[src/rtl/cd_tx_ctrl_if.sv]
// cd_tx_ctrl_if: handshake bundle between the CSR block / serializer side
// (master) and the transmit scheduler (slave).
//   settings : full_duplex, arbitration, idle_wait_len, tx_permit_len, tx_pre_len
//   line     : bit_tick, rxd in; drive_en, drive_val out
//   CSR      : tx_ram_switch, tx_abort, has_break in;
//              bus_idle, tx_pending, cd, tx_err, ack_break out
//   serializer: tx_done, tx_collision in; tx_page, tx_start, tx_stop out
interface cd_tx_ctrl_if;
  logic       bit_tick, rxd, full_duplex, arbitration;
  logic [7:0] idle_wait_len;
  logic [9:0] tx_permit_len;
  logic [1:0] tx_pre_len;
  logic       tx_ram_switch, tx_abort, has_break, tx_done, tx_collision;
  logic       bus_idle, tx_pending, tx_page, tx_start, tx_stop;
  logic       drive_en, drive_val, cd, tx_err, ack_break;

  modport master (
    output bit_tick, rxd, full_duplex, arbitration, idle_wait_len,
           tx_permit_len, tx_pre_len, tx_ram_switch, tx_abort, has_break,
           tx_done, tx_collision,
    input  bus_idle, tx_pending, tx_page, tx_start, tx_stop, drive_en,
           drive_val, cd, tx_err, ack_break
  );

  modport slave (
    input  bit_tick, rxd, full_duplex, arbitration, idle_wait_len,
           tx_permit_len, tx_pre_len, tx_ram_switch, tx_abort, has_break,
           tx_done, tx_collision,
    output bus_idle, tx_pending, tx_page, tx_start, tx_stop, drive_en,
           drive_val, cd, tx_err, ack_break
  );
endinterface

[src/rtl/cd_tx_ctrl.sv]
// cd_tx_ctrl: CDBUS transmit scheduler. Tracks bus idle time in bit periods,
// manages the two-page TX handover and sequences break / preamble / frame.
// Ports: clk, reset (sync, active-high), bus (cd_tx_ctrl_if.slave).
// All outputs are registered; event outputs are single-cycle pulses.
module cd_tx_ctrl #(
  parameter int BRK_BITS = 12
) (
  input logic         clk,
  input logic         reset,
  cd_tx_ctrl_if.slave bus
);
  localparam int BW = $clog2(BRK_BITS + 1);
  localparam logic [BW-1:0] BRK_LAST = BW'(BRK_BITS - 1);

  typedef enum logic [2:0] {
    S_IDLE, S_WAIT_PERMIT, S_PREAMBLE, S_SEND, S_BREAK
  } state_t;

  state_t        state;
  logic [9:0]    idle_cnt, idle_cnt_nxt;
  logic          permit_ok, write_page, done_now;
  logic [1:0]    pre_cnt;
  logic [BW-1:0] brk_cnt;

  // Next idle count; the registered compares use it so that bus_idle and
  // permit drop the cycle after rxd goes low (no stale permit after a
  // collision).
  always_comb begin
    idle_cnt_nxt = idle_cnt;
    if (!bus.rxd)
      idle_cnt_nxt = '0;
    else if (bus.bit_tick && idle_cnt != 10'd1023)
      idle_cnt_nxt = idle_cnt + 10'd1;
  end

  // A finishing frame frees the pending slot in the same cycle, so a
  // coincident page switch is accepted.
  assign done_now = (state == S_SEND) && bus.tx_done;

  always_ff @(posedge clk) begin
    if (reset) begin
      state          <= S_IDLE;
      idle_cnt       <= '0;
      permit_ok      <= 1'b0;
      write_page     <= 1'b0;
      pre_cnt        <= '0;
      brk_cnt        <= '0;
      bus.bus_idle   <= 1'b0;
      bus.tx_pending <= 1'b0;
      bus.tx_page    <= 1'b0;
      bus.tx_start   <= 1'b0;
      bus.tx_stop    <= 1'b0;
      bus.drive_en   <= 1'b0;
      bus.drive_val  <= 1'b0;
      bus.cd         <= 1'b0;
      bus.tx_err     <= 1'b0;
      bus.ack_break  <= 1'b0;
    end else begin
      idle_cnt      <= idle_cnt_nxt;
      bus.bus_idle  <= (idle_cnt_nxt >= {2'b00, bus.idle_wait_len});
      permit_ok     <= (idle_cnt_nxt >= bus.tx_permit_len);
      bus.tx_start  <= 1'b0;
      bus.tx_stop   <= 1'b0;
      bus.cd        <= 1'b0;
      bus.tx_err    <= 1'b0;
      bus.ack_break <= 1'b0;

      case (state)
        S_IDLE: begin
          // has_break is still high while ack_break is out; don't re-enter.
          if (bus.has_break && !bus.ack_break && (bus.bus_idle || bus.full_duplex)) begin
            state         <= S_BREAK;
            brk_cnt       <= '0;
            bus.drive_en  <= 1'b1;
            bus.drive_val <= 1'b0;
          end else if (bus.tx_pending) begin
            state <= S_WAIT_PERMIT;
          end
        end
        S_WAIT_PERMIT: begin
          if (bus.tx_abort) begin
            state          <= S_IDLE;
            bus.tx_pending <= 1'b0;
          end else if (bus.full_duplex || permit_ok) begin
            if (bus.tx_pre_len != 2'd0) begin
              state         <= S_PREAMBLE;
              pre_cnt       <= '0;
              bus.drive_en  <= 1'b1;
              bus.drive_val <= 1'b1;
            end else begin
              state        <= S_SEND;
              bus.tx_start <= 1'b1;
            end
          end
        end
        S_PREAMBLE: begin
          if (bus.tx_abort) begin
            state          <= S_IDLE;
            bus.tx_pending <= 1'b0;
            bus.drive_en   <= 1'b0;
            bus.drive_val  <= 1'b0;
          end else if (bus.bit_tick) begin
            if ({1'b0, pre_cnt} + 3'd1 == {1'b0, bus.tx_pre_len}) begin
              state         <= S_SEND;
              bus.tx_start  <= 1'b1;
              bus.drive_en  <= 1'b0;
              bus.drive_val <= 1'b0;
            end else begin
              pre_cnt <= pre_cnt + 2'd1;
            end
          end
        end
        S_SEND: begin
          if (bus.tx_done) begin
            state          <= S_IDLE;
            bus.tx_pending <= 1'b0;
          end else if (bus.tx_abort) begin
            state          <= S_IDLE;
            bus.tx_pending <= 1'b0;
            bus.tx_stop    <= 1'b1;
          end else if (bus.tx_collision && !bus.full_duplex) begin
            bus.tx_stop <= 1'b1;
            bus.cd      <= 1'b1;
            if (bus.arbitration) begin
              state <= S_WAIT_PERMIT;      // lost arbitration: retry same page
            end else begin
              state          <= S_IDLE;
              bus.tx_err     <= 1'b1;
              bus.tx_pending <= 1'b0;
            end
          end
        end
        S_BREAK: begin
          if (bus.bit_tick) begin
            if (brk_cnt == BRK_LAST) begin
              state         <= S_IDLE;
              bus.ack_break <= 1'b1;
              bus.drive_en  <= 1'b0;
            end else begin
              brk_cnt <= brk_cnt + BW'(1);
            end
          end
        end
        default: state <= S_IDLE;
      endcase

      // Page handover; placed last so it overrides a same-cycle clear.
      if (bus.tx_ram_switch && (!bus.tx_pending || done_now)) begin
        bus.tx_pending <= 1'b1;
        bus.tx_page    <= write_page;
        write_page     <= ~write_page;
      end
    end
  end
endmodule

[src/flat_wrapper.sv]
// flat-port wrapper written by rule: the top's interface ports become plain ports
module cd_tx_ctrl_flat 
#(
  parameter int BRK_BITS = 12
)
  (clk, reset, bus_bit_tick, bus_rxd, bus_full_duplex, bus_arbitration, bus_idle_wait_len, bus_tx_permit_len, bus_tx_pre_len, bus_tx_ram_switch, bus_tx_abort, bus_has_break, bus_tx_done, bus_tx_collision, bus_bus_idle, bus_tx_pending, bus_tx_page, bus_tx_start, bus_tx_stop, bus_drive_en, bus_drive_val, bus_cd, bus_tx_err, bus_ack_break);
  cd_tx_ctrl_if bus_i ();
  input logic clk;
  input logic reset;
  input wire logic [$bits(bus_i.bit_tick)-1:0] bus_bit_tick;
  input wire logic [$bits(bus_i.rxd)-1:0] bus_rxd;
  input wire logic [$bits(bus_i.full_duplex)-1:0] bus_full_duplex;
  input wire logic [$bits(bus_i.arbitration)-1:0] bus_arbitration;
  input wire logic [$bits(bus_i.idle_wait_len)-1:0] bus_idle_wait_len;
  input wire logic [$bits(bus_i.tx_permit_len)-1:0] bus_tx_permit_len;
  input wire logic [$bits(bus_i.tx_pre_len)-1:0] bus_tx_pre_len;
  input wire logic [$bits(bus_i.tx_ram_switch)-1:0] bus_tx_ram_switch;
  input wire logic [$bits(bus_i.tx_abort)-1:0] bus_tx_abort;
  input wire logic [$bits(bus_i.has_break)-1:0] bus_has_break;
  input wire logic [$bits(bus_i.tx_done)-1:0] bus_tx_done;
  input wire logic [$bits(bus_i.tx_collision)-1:0] bus_tx_collision;
  output wire logic [$bits(bus_i.bus_idle)-1:0] bus_bus_idle;
  output wire logic [$bits(bus_i.tx_pending)-1:0] bus_tx_pending;
  output wire logic [$bits(bus_i.tx_page)-1:0] bus_tx_page;
  output wire logic [$bits(bus_i.tx_start)-1:0] bus_tx_start;
  output wire logic [$bits(bus_i.tx_stop)-1:0] bus_tx_stop;
  output wire logic [$bits(bus_i.drive_en)-1:0] bus_drive_en;
  output wire logic [$bits(bus_i.drive_val)-1:0] bus_drive_val;
  output wire logic [$bits(bus_i.cd)-1:0] bus_cd;
  output wire logic [$bits(bus_i.tx_err)-1:0] bus_tx_err;
  output wire logic [$bits(bus_i.ack_break)-1:0] bus_ack_break;
  assign bus_i.bit_tick = bus_bit_tick;
  assign bus_i.rxd = bus_rxd;
  assign bus_i.full_duplex = bus_full_duplex;
  assign bus_i.arbitration = bus_arbitration;
  assign bus_i.idle_wait_len = bus_idle_wait_len;
  assign bus_i.tx_permit_len = bus_tx_permit_len;
  assign bus_i.tx_pre_len = bus_tx_pre_len;
  assign bus_i.tx_ram_switch = bus_tx_ram_switch;
  assign bus_i.tx_abort = bus_tx_abort;
  assign bus_i.has_break = bus_has_break;
  assign bus_i.tx_done = bus_tx_done;
  assign bus_i.tx_collision = bus_tx_collision;
  assign bus_bus_idle = bus_i.bus_idle;
  assign bus_tx_pending = bus_i.tx_pending;
  assign bus_tx_page = bus_i.tx_page;
  assign bus_tx_start = bus_i.tx_start;
  assign bus_tx_stop = bus_i.tx_stop;
  assign bus_drive_en = bus_i.drive_en;
  assign bus_drive_val = bus_i.drive_val;
  assign bus_cd = bus_i.cd;
  assign bus_tx_err = bus_i.tx_err;
  assign bus_ack_break = bus_i.ack_break;
  cd_tx_ctrl #(.BRK_BITS(BRK_BITS)) u_core (.clk(clk), .reset(reset), .bus(bus_i));
endmodule
[config.mk]
export PLATFORM = sky130hd
export DESIGN_NAME = cd_tx_ctrl_flat
export DESIGN_NICKNAME = d
export VERILOG_FILES = /design/src/rtl/cd_tx_ctrl_if.sv /design/src/rtl/cd_tx_ctrl.sv /design/src/flat_wrapper.sv
export SDC_FILE = /design/constraint.sdc
export NUM_CORES = 1
export LEC_CHECK = 0
export CAP_MARGIN = 10
export CORE_ASPECT_RATIO = 1.4
export CORE_MARGIN = 4
export CORE_UTILIZATION = 56
export DETAILED_ROUTE_END_ITERATION = 10
export PLACE_DENSITY = 0.86
export RECOVER_POWER = 25
export SLEW_MARGIN = 20
export SYNTH_ARGS = -nofsm -noshare
export SYNTH_HDL_FRONTEND = slang
export SYNTH_SLANG_ARGS = --single-unit
[constraint.sdc]
create_clock -name clk -period 3.95 [get_ports clk]
set_input_delay 0.79 -clock clk [delete_from_list [all_inputs] [get_ports clk]]
set_output_delay 0.79 -clock clk [all_outputs]
set_load 0.005 [all_outputs]
* Yosys cells after proc, flatten, opt, wreduce, memory -nomap -nowiden
Cells that the tools add are included.
** Cells by class
- Reduce and logical (&&, ||, !) cells :: 30
- Eq/ne operators :: 25
- Bitwise logic cells :: 5
- $add $sub $neg :: 4
- Order comparisons :: 2
- Muxes and demuxes :: 58
** Operators by type and width (number)
- 3-bit two-way mux :: 12
- 1-bit two-way mux :: 28
- 7-bit AND reduction :: 3
- 10-bit two-way mux :: 2
- 3-bit case mux with 5 select lines :: 1
- 2-bit two-way mux :: 6
- 4-bit two-way mux :: 3
- 2-bit inequality test, second input constant :: 6
- 10-bit by 1-bit adder with 10-bit output, second input constant :: 1
- 10-bit greater-or-equal comparator :: 1
- 10-bit by 8-bit greater-or-equal comparator with 1-bit output :: 1
- 10-bit inequality test, second input constant :: 1
- 5-bit inequality test, second input constant :: 2
- 9-bit AND reduction :: 1
- 2-bit by 1-bit inequality test with 1-bit output, second input constant :: 4
- 4-bit case mux with 2 select lines :: 1
- 4-bit AND reduction :: 2
- 3-bit by 2-bit equality test with 1-bit output, second input constant :: 2
- 1-bit logical AND :: 6
- 3-bit by 1-bit inequality test with 1-bit output, second input constant :: 2
- 3-bit by 2-bit inequality test with 1-bit output, second input constant :: 2
- 2-bit nonzero test :: 3
- 3-bit nonzero test :: 2
- 3-bit OR reduction :: 2
- other kinds (21) :: 30
** Word-level totals
- Word-level logic and storage cells :: 140
- Input bits :: 31
- Output and inout bits :: 10
- Bits in registers :: 31

* Logic depth before layout (Yosys ltp)
Gate-level depths: netlist of run 1.
- Depth in word-level cells :: 7
- Depth in mapped cells :: 11
- Mapped depth without buffers :: 11

* Worst setup path after synthesis of run 1
No wires, ideal clock.
- Kind :: in2reg
- Start point :: input bus_bit_tick
- End point :: register u_core.permit_ok
- Cell stages on the path :: 10
- Setup time :: 0.134 ns
- Path buffers :: 0
- Path slack :: 1.229 ns
- Data required time :: 3.816 ns
- Arrival time :: 2.588 ns
- Path through :: inv_1 -> a31oi_2 -> xor2_1 -> nand2_1 -> ha_1 -> nand2b_1 -> a21o_1 -> a21o_1 -> a2111oi_0 -> o22ai_1
** Between the ends
- Cells in the longest elaborated chain, start to end :: 4
** Ends and longest elaborated chain
- start, declared :: line flat_wrapper.sv:10 : input wire logic [$bits(bus_i.bit_tick)-1:0] bus_bit_tick;
- 1-bit logical AND :: line cd_tx_ctrl.sv:32 : else if (bus.bit_tick && idle_cnt != 10'd1023)
- 10-bit two-way mux :: line cd_tx_ctrl.sv:32
- 10-bit two-way mux :: line cd_tx_ctrl.sv:30 : if (!bus.rxd)
- 10-bit greater-or-equal comparator :: line cd_tx_ctrl.sv:61 : permit_ok <= (idle_cnt_nxt >= bus.tx_permit_len);
- end signal, assigned :: line cd_tx_ctrl.sv:61
- end, declared :: line cd_tx_ctrl.sv:21 : logic permit_ok, write_page, done_now;
No other way between the ends.
A chain may end at the register's enable or synchronous reset.

* Worst setup path after layout of run 1
Same ends and word-level chain as after synthesis.

==> metrics.txt, run 1 <==
outcome=finished clean; antenna fix cells=0; HP Start=u_core.brk_cnt[1]; hold_buf cts=0; Die H=79.8 um; gr busiest metal=met2; area share of the leading cell type in the synthesized netlist=30.1%; vias in the first global route=1,989; setup repair bufs after CTS=0; CTS tree=done; Critical Path End Type=flop; hpwl dp=between 3000 and 4000 um; Pre-antenna DRT Iters=4; Die W=59.3 um; max cap viols=0; cts repair resizes=0; post-synthesis compound-gate area fraction=between 10% and 20%; asr flop ratio synth=0%; clk root buf=clkbuf_8; Least-Margin Pin Slew=0.880 ns; worst hold endpoint=u_core.brk_cnt[1]; Syn Area/Cell=8.22 um2; share of layout cells above drive strength 1=under 10%; Area Growth Syn to Fin=24.9%; commonest non-fill, non-tap cells in the layout=33 x nor2_1, 31 x clkdlybuf4s50_1, 31 x dfxtp_1; CP cell instances=clkdlybuf4s50_1 -> inv_1 -> a31oi_2 -> xor2_1 -> nand2_1 -> ha_1 -> nand2b_1 -> a21o_1 -> a21o_1 -> a2111oi_0 -> o22ai_1; first-pass GRT wire length=8300 um; Final Net Count=344; RSZ-0062 raised after global routing=false; CP Data Required Time=4.08 ns; met1 global-route usage=between 20% and 30%; DRC Markers=0; CTS HTree Levels=2; Synth cell types=50; Remaining Overflow, GRT=0; num rows=25; CTS sink count=31; die area=4730 um2; drt total wl=4920 um; worst-path cell with the longest stage delay=clkdlybuf4s50_1; Top cell by count, worst path=a21o_1; R2R cell count=11; mapped cell area=between 2000 and 2500 um2; I/O pin count=41; worst vdd ir=approximately 0.00026 V; crit path kind=input pin to flop; CTS clock-pin slew for the worst setup and hold paths=0.06 ns; Crit Path Max Fanout=8; fmax=just over 0.3 GHz; Pwr Density=333 nW/um2; largest family of logic cells by synthesized area=simple AND/OR/NAND/NOR gates; vias=1,952; Hold Path Depth=2; Area contributors post-synth=dfxtp_1 30%, ha_1 13%, nor2_1 6.0%, inv_1 3.8%, xor2_1 3.8%; R2R setup slack=0.98 ns; Critical R2R Capture=u_core.permit_ok; register area share after synthesis=30.1%; Hold Crit Class=flop to flop; largest area contributor in the netlist=dfxtp_1; YS warnings=0; FF-to-FF Start=u_core.idle_cnt[0]; Synth Area in XOR/XNOR=5.09%; Startpoint Class=input pin; crit path time final=about 3.2 ns; Fin Setup TNS=0 ns; Final Wtd Congestion=0.858; I/O Buffers=40; Post-synth EDFFs=0; part of the cycle the worst path needs=81.4%; Final ANT Viol Nets=0; post-synthesis cell count=between 200 and 300; clk buf depth=2; CTS Buf Count=5; number of synthesized register bits=31; multiplexer area fraction after synthesis=2.97%; final hold vios=0; crit path DAT=3.34 ns; post-DR wirelength/cell=14.8 um; largest net degree at the start of global routing=24; Clock Skew=0.0104 ns; adder-cell share of the synthesized area=12.7%; core area=approximately 3500 um2; Via-to-Cell Ratio=approximately 5.9; Slew Limit Fails=0; LEAKAGE=1.15 nW; simple logic cell fraction of the synthesized area=26.7%; Slew HR=41.1%; CP max stage delay=between 0.4 and 0.5 ns; most common cell after layout, fill and taps aside=nor2_1; final hold slack=0.471 ns; met2 usage=41.2%; worst skew pair latency=0.29 ns; initial antenna violation count=0; syn_nets=between 300 and 400; GRT Util Overall=22.6%; Initial DRC Count=59; Post-synth top flop=dfxtp_1; Setup violations, final=0; Initial Utilization=around three fifths; met3 usage=5.66%
[flip-flops by register name, summed over array words and instances (netlist names)]
register / count
u_core.brk_cnt: 4
u_core.bus.ack_break: 1
u_core.bus.bus_idle: 1
u_core.bus.cd: 1
u_core.bus.drive_en: 1
u_core.bus.drive_val: 1
u_core.bus.tx_err: 1
u_core.bus.tx_page: 1
u_core.bus.tx_pending: 1
u_core.bus.tx_start: 1
u_core.bus.tx_stop: 1
u_core.idle_cnt: 10
u_core.permit_ok: 1
u_core.pre_cnt: 2
u_core.state: 3
u_core.write_page: 1
[per-stage QoR]
step	cells	instance area (um2)	worst slack [ns]	util (%)	total power, W
2_1_floorplan	251	2060	1.23	-	0.000529
3_3_place_gp	325	2490	0.545	71.7	0.000599
3_5_place_dp	325	2490	0.449	71.7	0.000608
4_1_cts	332	2580	0.743	74.2	0.000862
5_1_grt	332	2580	0.465	74.2	0.000908
6_report	332	2580	0.735	74.2	0.000857
[routing by layer]
metal | vias up | share of wire, %
met3 | 19 | 5.7
li1 | 981 | -
met2 | 61 | 53
met5 | - | 0
met4 | 0 | 2.6
met1 | 891 | 39
[worst max-delay path by stage]
stage | from | endpoint | cells after the start
after floorplan | bus_bit_tick | u_core.permit_ok | 10
after global placement | bus_bit_tick | u_core.permit_ok | 11
after detailed placement | bus_bit_tick | u_core.permit_ok | 11
after CTS | bus_bit_tick | u_core.permit_ok | 11
after global routing | bus_bit_tick | u_core.permit_ok | 11
final | bus_bit_tick | u_core.permit_ok | 11
[Yosys cell counts (3+ instances only)]
cell type,count
nand2_1,13
nand4_1,5
xor2_1,9
o21ai_0,4
a21oi_1,13
or2_2,3
nor2b_1,3
nor2_1,33
and4_1,4
xnor2_1,3
dfxtp_1,31
a21o_1,5
a211oi_1,3
nand3b_1,4
inv_1,21
mux2i_1,5
nand2b_1,9
ha_1,21
clkbuf_1,3
nor3_1,9
nand3_1,8
buf_2,4
[critical path, delay by kind of cell]
family	cells	cell delay, ns
xor+xnor	1	0.23
buf+inv	2	0.56
compound gates	5	1.26
fa+ha+maj	1	0.27
simple gates	2	0.24
[cell type report]
class	instances	area, um2
clock buffers	6	82.6
repair buffers	41	408
multi-input cells	192	1330
flip-flops and latches	31	621
inverters	21	78.8
well taps	40	50.0
fillers	276	895
clock inverters	1	5.00
[report_power, final]
part           internal, W  switching (W)  total (W)  leakage [nW]
combinational     0.000120       0.000115   0.000235         0.855
clock             0.000136       0.000113   0.000250        0.0470
sequential        0.000331      0.0000418   0.000373         0.251
[kinds of logic (layout without fill, tap and decap cells)]
family	Yosys count	in the layout
and+or+nand+nor	105	105
AOI/OAI and AO/OA	48	48
DFF	31	31
buffers and inverters	28	69
adders and majority gates	21	21
xor gates and xnor gates	12	12
muxes	6	6
No activity file was read; power rests on OpenSTA's default activity.
==> run 2, diff against run 1 <==
CORE_UTILIZATION = 47   (was 56)
PLACE_DENSITY = 0.77   (was 0.86)
clock period = 2.93 ns   (was 3.95 ns; I/O delays follow)
==> run 2 against run 1 <==
Against the previous run: sequential share of layout area is 1.5 points lower; setup slack got worse by 0.58 ns; via count increased by 1.0%; clock skew shrank 0.0066 ns; die area increased by 17%; critical path depth is 1 higher; final area grew 6.8%; non-clock buffer count increased by 17; sequential cell count unchanged; register-to-register slack got worse by 0.82 ns; largest cell class unchanged; highest routed layer unchanged.
==> metrics.txt, run 2 (same netlist as run 1, synthesis figures left out) <==
Remaining Overflow, GRT=0; CTS sink count=31; Final ANT Viol Nets=0; Sw Ratio=around 31%; drt total wl=4990 um; worst vdd ir=0.000279 V; fmax=between 0.3 and 0.4 GHz; I/O Buffers=40; Hold Crit Class=flop to flop; first-pass GRT wire length=8260 um; part of the cycle the worst path needs=between 90 and 100%; crit path DAT=2.93 ns; commonest non-fill, non-tap cells in the layout=33 x nor2_1, 32 x clkdlybuf4s50_1, 30 x dfxtp_1; clk root buf=clkbuf_8; DRC Markers=0; vias in the first global route=1,924; core area=4240 um2; Via-to-Cell Ratio=5.34; Critical Path End Type=flop; most common cell after layout, fill and taps aside=nor2_1; final hold vios=0; initial antenna violation count=0; register with the most flip-flops=u_core.idle_cnt; Flop pwr share=43.2%; Fill cells=386; Crit Path Max Fanout=5; hold_buf cts=0; placed inst area=2620 um2; Pre-antenna DRT Iters=4; Reg area=622 um2; I/O pin count=41; antenna fix cells=0; Area Growth Syn to Fin=33.5%; clk buf depth=2; R2R setup slack=0.16 ns; biggest regs=u_core.idle_cnt x10, u_core.brk_cnt x4, u_core.state x3; Initial Utilization=between 40% and 50%; die area=5530 um2; share of total power in the clock network=29.1%; Multi-input gate area=1350 um2; worst skew pair latency=0.28 ns; num rows=28; Slew Limit Fails=0; CTS tree=done; combinational share of power=27.7%; Die W=64.0 um; Startpoint Class=flop; final hold slack=0.468 ns; Setup violations, final=0; max reg flops=10; vias=1,972; Slew HR=61.6%; share of layout cells above drive strength 1=12.0%; CTS Buf Count=5; Final Wtd Congestion=between 0.9 and 1; Non-Filler Cell Area, Final=roughly 2800 um2; largest net degree at the start of global routing=19; post-DR wirelength/cell=13.5 um; crit path kind=flop to flop; outcome=finished clean; switching power=0.000362 W; CTS HTree Levels=2; CP Data Required Time=around 3 ns; max cap viols=0; CTS clock-pin slew for the worst setup and hold paths=0.07 ns; Final Net Count=361; Least-Margin Pin Slew=~0.58 ns; hpwl dp=3910 um; crit path time final=between 2 and 3 ns; GRT Util Overall=a little under a fifth; Pwr Density=423 nW/um2; Initial DRC Count=65; Clock Skew=0.00381 ns; Die H=around 86 um; internal power=between 0.0008 and 0.0009 W; LEAKAGE=1.23 nW
run 2: metal layers:
metal / track usage [%] / share of wire, % / up-vias
met5: 0 / 0 / -
met4: 7.27 / 2.4 / 0
met3: 4.80 / 4.8 / 10
met2: 34.7 / 53 / 46
met1: 20.2 / 40 / 906
li1: - / - / 1010
run 2: worst paths after layout:
kind / start / end / cells past startpoint
worst max-delay path: u_core.idle_cnt[0] / u_core.permit_ok / 12
worst max register to register: u_core.idle_cnt[0] / u_core.permit_ok / 12
worst min-delay path: u_core.brk_cnt[1] / u_core.brk_cnt[1] / 2
worst min register to register: u_core.brk_cnt[1] / u_core.brk_cnt[1] / 2
run 2: worst max-delay path, stage by stage (launching register included):
cell       delay [ns]
dfxtp_2          0.35
ha_1             0.23
and4_1           0.21
a31oi_2          0.19
buf_6            0.15
xor2_2           0.14
nand2_1          0.09
ha_1             0.28
nand2b_1         0.14
a21o_1           0.18
a21o_1           0.19
a2111oi_2        0.39
o22ai_1          0.12
run 2: power by group through the flow:
stage	logic, W	registers [W]	clock network [W]
4_1_cts	0.000320	0.000500	0.000347
3_3_place_gp	0.000312	0.000508	0
2_1_floorplan	0.000239	0.000474	0
5_1_grt	0.000360	0.000509	0.000365
3_5_place_dp	0.000318	0.000510	0
6_report	0.000322	0.000502	0.000339
run 2: through the flow:
stage	instances	util [%]	TNS, ns	setup WS [ns]	total power, W
after floorplan	251	-	0	0.275	0.000713
after global placement	359	61.8	-0.262	-0.153	0.000821
after detailed placement	359	61.8	-0.319	-0.181	0.000827
after CTS	366	63.9	0	0.0868	0.00117
after global routing	369	65.0	-0.0220	-0.0220	0.00123
final	369	65.0	0	0.155	0.00116
run 2: timing repair:
action / in CTS / in global routing
setup buffers: 0 / 3
resized for setup: 0 / 8
setup endpoints to repair: 0 / 2
run 2: layout make-up:
class | count | area share, %
tap | 60 | 2.73
clock inverter | 1 | 0.182
inverter | 21 | 2.86
clock buffer | 6 | 3.00
sequential | 31 | 22.6
multi-input combinational | 192 | 49.1
timing repair buffer | 58 | 19.5
==> run 3, diff against run 2 <==
CORE_MARGIN = unset   (was 4)
==> run 3 against run 2 <==
Against the previous run: cell count down 6.0%; clock power up 29%; fmax down 2.2%; register-to-register slack about the same; final area down 1.4%; count of clock-buffer cells in the layout unchanged; combinational power about the same; via count up 0.81%; core utilization down 0.38 points; routed wire length up 4.4%; sequential cell count unchanged; the flow now finishes with violations (DRC); critical endpoint unchanged; non-clock buffer count down 8.
==> metrics.txt, run 3 (same netlist as run 1, synthesis figures left out) <==
worst-path cell with the longest stage delay=clkdlybuf4s50_1; Remaining Overflow, GRT=0; clk buf depth=2; CP Data Required Time=3.09 ns; Reg area=622 um2; final setup margin=0.0937 ns; worst vdd ir=0.000359 V; Initial DRC Count=59; core area=around 4200 um2; Final Net Count=between 300 and 400; setup repair bufs after CTS=0; Die H=around 80 um; Post-Place Setup Slack=-0.197 ns; failing checks=DRC; Slew HR=between 50 and 60%; share of layout cells above drive strength 1=10.6%; Pwr Density=466 nW/um2; largest net degree at the start of global routing=19; die area=4660 um2; initial antenna violation count=0; Fill cells=approximately 370; antenna fix cells=0; Startpoint Class=input pin; max reg flops=10; placed inst area=approximately 2600 um2; Final Wtd Congestion=0.893; LEAKAGE=between 1 and 1.5 nW; Top cell by count, worst path=a21o_1; DRC Markers=2; I/O pin count=41; I/O Buffers=40; CTS clock-pin slew for the worst setup and hold paths=0.07 ns; crit path kind=input pin to flop; Pre-antenna DRT Iters=7; crit path time final=2.84 ns; Slew Limit Fails=0; CTS sink count=31; Setup violations, final=0; part of the cycle the worst path needs=a little over nine tenths; Hold Crit Class=flop to flop; Area Growth Syn to Fin=31.6%; first-pass GRT wire length=8510 um; crit path DAT=around 3.0 ns; CP max stage delay=0.48 ns; Die W=58.0 um; max cap viols=0; Initial Utilization=49.1%; clk root buf=clkbuf_8; biggest regs=u_core.idle_cnt x10, u_core.brk_cnt x4, u_core.state x3; worst skew pair latency=0.29 ns; outcome=complete, but fails checks; vias=1,988; Final ANT Viol Nets=0; hold_buf cts=0; GRT Util Overall=23.8%; Via-to-Cell Ratio=5.73; CTS HTree Levels=2; drt total wl=5210 um; Crit Path Max Fanout=6; vias in the first global route=1,951; Clock Skew=0.00786 ns; Least-Margin Pin Slew=0.623 ns; cts repair resizes=0; Pwr Total=~0.0013 W; CTS tree=done; CTS Buf Count=5; fmax=0.353 GHz; commonest non-fill, non-tap cells in the layout=35 x clkdlybuf4s50_1, 32 x nor2_1, 30 x dfxtp_1; Fin Setup TNS=0 ns; Critical Path End Type=flop; most common cell after layout, fill and taps aside=clkdlybuf4s50_1; final hold vios=0; num rows=28; Non-Filler Cell Area, Final=between 2000 and 3000 um2; register with the most flip-flops=u_core.idle_cnt; post-DR wirelength/cell=between 15 and 20 um; hpwl dp=around 3800 um; Multi-input gate area=about 1400 um2; CP cell instances=clkdlybuf4s50_1 -> inv_1 -> a31oi_2 -> buf_6 -> xor2_2 -> nand2_1 -> ha_1 -> nand2b_1 -> a21o_1 -> a21o_1 -> a2111oi_4 -> o22ai_1
-- run 3: cell count changes in the layout (fill, tap and decap cells not counted), sizes merged --
cell	change
buf	-8
clkdlybuf4s50	+3
dlygate4sd3	-2
bufinv	+1
dlymetal6s2s	-1
-- run 3: worst paths after layout --
check	slack (ns)	to	startpoint	cells past startpoint
setup / recovery	0.09	u_core.permit_ok	bus_bit_tick	12
hold / removal	0.48	u_core.pre_cnt[1]	u_core.pre_cnt[1]	2
setup reg to reg	0.15	u_core.permit_ok	u_core.idle_cnt[0]	12
hold reg to reg	0.48	u_core.pre_cnt[1]	u_core.pre_cnt[1]	2
-- run 3: worst max-delay path: cells and delay by family --
family | cells | cell delay, ns
adders and majority gates | 1 | 0.28
and+or+nand+nor | 2 | 0.24
buffers and inverters | 3 | 0.69
AOI/OAI and AO/OA | 5 | 1.04
xor gates and xnor gates | 1 | 0.15
-- run 3: area by class of cell --
cell class / count / share of cell area (%)
multi-input cells: 192 / 50.3
inverters: 21 / 2.90
repair buffers: 50 / 17.5
well taps: 45 / 2.07
clock inverters: 2 / 1.29
clock buffers: 6 / 3.04
flip-flops and latches: 31 / 22.9
-- run 3: routing by layer --
layer / part of all wire [%] / global-route usage, % / up-vias
li1: - / - / 996
met1: 41 / 25.6 / 932
met2: 54 / 45.2 / 49
met3: 3.6 / 4.03 / 11
met4: 1.7 / 8.57 / 0
met5: 0 / 0 / -
-- run 3: power breakdown --
| part | leakage [nW] | switching, W | internal (W) |
|---|---|---|---|
| clock network | 0.0612 | 0.000163 | 0.000275 |
| registers | 0.251 | 0.0000603 | 0.000446 |
| logic | 0.886 | 0.000152 | 0.000169 |
| total | 1.20 | 0.000376 | 0.000890 |
-- run 3: stage by stage --
step / hold slack (ns) / cells / util, %
floorplan: 0.444 / 251 / -
finish: 0.477 / 347 / 64.6
global route: 0.500 / 347 / 64.6
global placement: 0.466 / 339 / 61.0
CTS: 0.481 / 347 / 63.8
detailed placement: 0.472 / 339 / 61.0
